**src/rtl/rf_wb_arbiter_pkg.sv**
```systemverilog
// Shared constants for the register-file write-back arbiter.
package rf_wb_arbiter_pkg;

  localparam int AW    = 5;
  localparam int DW    = 32;
  localparam int NREGS = 32;

  localparam logic [AW-1:0] ZERO_REG = '0;

endpackage

```
**src/rtl/rf_wb_arbiter_rr_arbiter.sv**
```systemverilog
// Round-robin grant logic: picks the first valid requester at or after ptr,
// searching upward modulo N. Purely combinational; the caller owns ptr.
module rr_arbiter #(
  parameter  int N  = 3,
  localparam int PW = (N > 1) ? $clog2(N) : 1
) (
  input  logic [N-1:0]  valid,
  input  logic [PW-1:0] ptr,
  output logic [N-1:0]  grant,
  output logic [PW-1:0] winner
);

  logic found;
  int   idx;

  // Scan the N positions starting at ptr and keep the first valid one.
  always_comb begin
    // NOTE: every output of a combinational block gets a default first, so no path leaves it unassigned and infers a latch.
    grant  = '0;
    winner = '0;
    found  = 1'b0;
    idx    = 0;
    for (int k = 0; k < N; k++) begin
      idx = (int'(ptr) + k) % N;
      if (!found && valid[idx]) begin
        found       = 1'b1;
        grant[idx]  = 1'b1;
        winner      = PW'(idx);
      end
    end
  end

endmodule

```
**src/rtl/rf_wb_arbiter.sv**
```systemverilog
// Write-back arbiter for the single register-file write port.
// Grants one requester per cycle in round-robin order and registers the
// winning address/data into the write-back stage (register 0 never written).
// Optional feature macro: RF_WB_SCOREBOARD_EN adds the per-register busy
// scoreboard with its reservation port.
module rf_wb_arbiter #(
  parameter int NREQ = 3,
  parameter int DW   = rf_wb_arbiter_pkg::DW,
  parameter int AW   = rf_wb_arbiter_pkg::AW
) (
  input  logic              clk,
  input  logic              reset,
  input  logic [NREQ-1:0]   req_valid,
  input  logic [NREQ*AW-1:0] req_addr,
  input  logic [NREQ*DW-1:0] req_data,
  output logic [NREQ-1:0]   req_ready,
  output logic [AW-1:0]     wb_addr,
  output logic [DW-1:0]     wb_data,
  output logic              wb_en
`ifdef RF_WB_SCOREBOARD_EN
  ,
  input  logic              rsv_valid,
  input  logic [AW-1:0]     rsv_addr,
  output logic              rsv_ready,
  output logic [31:0]       busy
`endif
);

  import rf_wb_arbiter_pkg::*;

  localparam int PW = (NREQ > 1) ? $clog2(NREQ) : 1;

  logic [PW-1:0]   ptr;
  logic [PW-1:0]   winner;
  logic [NREQ-1:0] grant;
  logic            xfer;
  logic [AW-1:0]   sel_addr;
  logic [DW-1:0]   sel_data;

  rr_arbiter #(.N(NREQ)) u_rr (
    .valid  (req_valid),
    .ptr    (ptr),
    .grant  (grant),
    .winner (winner)
  );

  // No grant may escape while reset is held low.
  assign req_ready = grant & {NREQ{reset}};
  assign xfer      = |req_ready;
  assign sel_addr  = req_addr[int'(winner)*AW +: AW];
  assign sel_data  = req_data[int'(winner)*DW +: DW];

  // Priority pointer moves just past the winner after each transfer.
  always_ff @(posedge clk or negedge reset) begin
    if (!reset) begin
      // NOTE: state registers use non-blocking assignments so every flop samples pre-edge values.
      ptr <= '0;
    end else if (xfer) begin
      ptr <= (int'(winner) == NREQ - 1) ? '0 : winner + 1'b1;
    end
  end

  // Registered write-back stage; address and data hold when idle.
  always_ff @(posedge clk or negedge reset) begin
    if (!reset) begin
      wb_en   <= 1'b0;
      wb_addr <= '0;
      wb_data <= '0;
    end else if (xfer) begin
      wb_en   <= (sel_addr != ZERO_REG);
      wb_addr <= sel_addr;
      wb_data <= sel_data;
    end else begin
      wb_en   <= 1'b0;
    end
  end

`ifdef RF_WB_SCOREBOARD_EN
  logic [NREGS-1:0] busy_q;
  logic [NREGS-1:0] busy_d;

  assign rsv_ready = ~busy_q[rsv_addr];
  assign busy      = busy_q;

  // Clear on write-back transfer, then set on reservation so set wins.
  always_comb begin
    busy_d = busy_q;
    if (xfer && (sel_addr != ZERO_REG)) begin
      busy_d[sel_addr] = 1'b0;
    end
    if (rsv_valid && rsv_ready && (rsv_addr != ZERO_REG)) begin
      busy_d[rsv_addr] = 1'b1;
    end
  end

  // Pending-write vector; a flop bank small enough to reset outright.
  always_ff @(posedge clk or negedge reset) begin
    if (!reset) begin
      busy_q <= '0;
    end else begin
      busy_q <= busy_d;
    end
  end
`endif

endmodule

```
**config.mk**
```make
export PLATFORM = sky130hd
export DESIGN_NAME = rf_wb_arbiter
export DESIGN_NICKNAME = d
export VERILOG_FILES = /design/src/rtl/rf_wb_arbiter_pkg.sv /design/src/rtl/rf_wb_arbiter_rr_arbiter.sv /design/src/rtl/rf_wb_arbiter.sv
export SDC_FILE = /design/constraint.sdc
export NUM_CORES = 1
export LEC_CHECK = 0
export CAP_MARGIN = 15
export CELL_PAD_IN_SITES_DETAIL_PLACEMENT = 0
export CELL_PAD_IN_SITES_GLOBAL_PLACEMENT = 1
export CORE_ASPECT_RATIO = 1.2
export CORE_MARGIN = 2
export CORE_UTILIZATION = 31
export CTS_CLUSTER_DIAMETER = 150
export CTS_CLUSTER_SIZE = 28
export DETAILED_ROUTE_END_ITERATION = 10
export PLACE_DENSITY = 0.95
export SYNTH_ARGS = -nofsm -noshare
export SYNTH_HDL_FRONTEND = slang
export SYNTH_SLANG_ARGS = --single-unit
export TNS_END_PERCENT = 5
```
**constraint.sdc**
```tcl
create_clock -name clk -period 5.23 [get_ports clk]
set_input_delay 1.569 -clock clk [delete_from_list [all_inputs] [get_ports clk]]
set_output_delay 1.569 -clock clk [all_outputs]
set_load 0.02 [all_outputs]
```
==> impl_metrics.tcl <==
set metrics [dict create \
    worstPathRequired_ns 3.66 \
    fin_nets 548 \
    cts.sinks 40 \
    drv_slew 0 \
    ys_top_cells_by_count "41 x nand2_1, 40 x dfrtp_1, 38 x mux2i_1" \
    clk_pin_slew_ns 0.07 \
    finalCritPeriodShare 0.981 \
    wire_per_inst_um 13.9 \
    syn2layout_area_growth_pct 64.4 \
    worst_pin_slew_ns 0.778 \
    worstPathArrival_ns 3.56 \
    setup_viol 0 \
    port_buffers 156 \
    finalCriticalPeriod_ns 5.13 \
    drive_gt1_frac 0.163 \
    power.share.clock 0.073 \
    finClkSkew_ns 0.00706 \
    nFillCells 841 \
    htree_levels 2 \
    finalHoldViolations 0 \
    gp_congestion 0.873 \
    first_pass_iters 4 \
    maxCapViolCount 0 \
    synth_cells 267 \
    timing.hold.ws_ns 0.490 \
    outcome "finished clean" \
    post-route-drc-count 0 \
    die_y_um 108 \
    ant_nets 0 \
    cts-buffers-inserted 5 \
    yosysMostFrequentCell "nand2_1" \
    finalNonFillerCells 550 \
    switchingPower_uw 1130 \
    cts_tree "yes" \
    yosys.area.top_type_share 0.356 \
    slew-limit-headroom 0.480 \
    die_x_um 91.0 \
    cp_top_family "buffers and inverters" \
    peakVddDrop_mv 0.277 \
    power.density_nw_per_um2 600 \
    clk_path_buf_depth 2 \
    synthDistinctLibCells 37 \
    dieArea_sq_um 9850 \
    wl_um 7630 \
    seq_power_share 0.205 \
    start_util 0.315 \
    path_cells "clkdlybuf4s50_1 -> buf_4 -> mux2i_2 -> mux2i_4 -> o21ai_1 -> and2_1 -> clkdlybuf4s50_1" \
    hold_path.class "reg -> reg" \
    max_stage_delay_ns 0.60 \
    coreArea_sq_um 8940 \
    internal-power_uw 1650 \
    antenna_found_initial 1 \
    synth_top_area_cell "dfrtp_1" \
    rsz0062_at_grt "false" \
    dpl.hpwl_um 6150 \
    power.leakage_uw 0.00205 \
    rows 38 \
    synth.area.top_cells "dfrtp_1 36%, mux2_4 16%, mux2i_1 14%, nand2_1 5.5%, o21ai_0 4.6%" \
    syn_nets 387 \
    critPathKind "in -> out" \
    synth-seq-area-share 0.356 \
    crit_path_end_kind "output port" \
    switching_share 0.407 \
    r2r_setup_slack_ns 1.61 \
    fmax_ghz 0.195 \
    crit_fanout 8 \
    grt_pass1_wl_um 12400 \
    cts_root_buffer "clkbuf_8" \
    grt_pass1_vias 2628 \
    grt_util_all_layers 0.154 \
    viasPerCell 4.65 \
    yosys_register_bits 40 \
    vias 2558 \
    synth-main-ff-cell "dfrtp_1" \
    syn_area_per_cell_sq_um 10.5 \
    crit_slowest_cell "clkdlybuf4s50_1" \
    worst-path-buf-inv 3 \
    async_flop_share 1.00 \
    critPathLaunchType "input port" \
    insertion_delay_ns 0.29 \
    ys_warn_count 0 \
    timing.final.ws_setup_ns 0.0995 \
    ioPinCount 157 \
    place_inst 541 \
    grt_max_degree 43 \
    grt_overflow 0 \
    syn_area_sq_um 2810 \
    finish.utilization 0.517 \
    cpMostUsedCell "clkdlybuf4s50_1" \
    pre_cts_slack_ns -0.0813 \
    fin_setup_tns_ns 0 \
    p_comb_frac 0.722 \
    synth_edf_count 0 \
    drt_first_iter_violations 62 \
]
[cell type report]
class                           instances  area (sq um)  share of cell area
Multi-Input combinational cell        204          1690               0.366
Timing Repair Buffer                  170          1660               0.360
Sequential cell                        40          1000               0.216
Tap cell                              120           150              0.0325
Clock buffer                            5          68.8              0.0149
Inverter                                7          26.3             0.00568
Clock inverter                          3          18.8             0.00406
Antenna cell                            1          2.50            0.000541
[state kept, by name (all words and copies together), names as in the netlist]
name and flops:
wb_addr 5, ptr 2, wb_data 32, wb_en 1
[cell usage in the layout, fill, tap and decap left out, drive strengths merged, types with 2 or more instances in the layout]
master,Yosys,routed
clkdlybuf4s50,0,153
o21ai,42,42
nand2,41,41
dfrtp,40,40
mux2i,39,39
mux2,38,38
buf,8,15
inv,7,7
clkbuf,8,5
nor2b,4,4
ha,4,4
a21oi,4,4
nand2b,3,3
nand3b,3,3
and2,3,3
nor3b,3,3
or3,3,3
a221oi,3,3
clkinv,0,3
nor3,2,2
o41ai,2,2
[power by group through the flow]
stage | Clock, uW | Sequential, uW | Combinational [uW]
global placement | 0 | 563 | 1980
floorplan | 0 | 747 | 1210
detailed placement | 0 | 569 | 2030
finish | 203 | 568 | 2010
global route | 224 | 589 | 2170
CTS | 214 | 570 | 2030
[through the flow]
| step | cell area (sq um) | total power (uW) |
|---|---|---|
| after detailed placement | 4530 | 2600 |
| after global placement | 4530 | 2550 |
| after CTS | 4620 | 2820 |
| final | 4620 | 2780 |
| after floorplan | 2810 | 1960 |
| after global routing | 4620 | 2980 |
[cells by family after synthesis]
family / share of synthesized area
buffers and inverters: 0.0498
and+or+nand+nor: 0.113
muxes: 0.335
DFF: 0.356
AOI/OAI and AO/OA: 0.129
adders and majority gates: 0.0178
[worst paths after layout]
| path | cells past startpoint | from | endpoint |
|---|---|---|---|
| setup / recovery | 7 | req_valid[1] | req_ready[2] |
| hold / removal | 2 | wb_addr[2]$_DFFE_PN0P_ | wb_addr[2]$_DFFE_PN0P_ |
| setup reg to reg | 9 | ptr[0]$_DFFE_PN0P_ | wb_data[17]$_DFFE_PN0P_ |
| hold reg to reg | 2 | wb_addr[2]$_DFFE_PN0P_ | wb_addr[2]$_DFFE_PN0P_ |
| max in group asynchronous | 2 | reset | wb_data[0]$_DFFE_PN0P_ |
| min in group asynchronous | 1 | reset | wb_en$_DFF_PN0_ |
[worst register-to-register path: stages, from the launching register on]
cell and delay [ns]:
dfrtp_1 0.42, inv_1 0.10, ha_1 0.51, mux2i_4 0.50, o21ai_1 0.34, o21ai_4 0.71, buf_4 0.33, mux2i_1 0.22
o21ai_0 0.10, mux2_4 0.28
[per-layer routing]
metal  global-route usage  up-vias  routed length [um]
met5                    0        -                   0
met4               0.0422        0                  76
met3               0.0523        8                 558
met2                0.287       95                4020
met1                0.167     1178                2970
li1                     -     1277                   -
[timing repair]
action | CTS | global route
resized for setup | 2 | 2
pin swaps | 0 | 0
buffers inserted | 0 | 0
endpoints found under the setup margin | 3 | 2
hold buffers | 0 | 0
(Power assumes the default switching activity.)
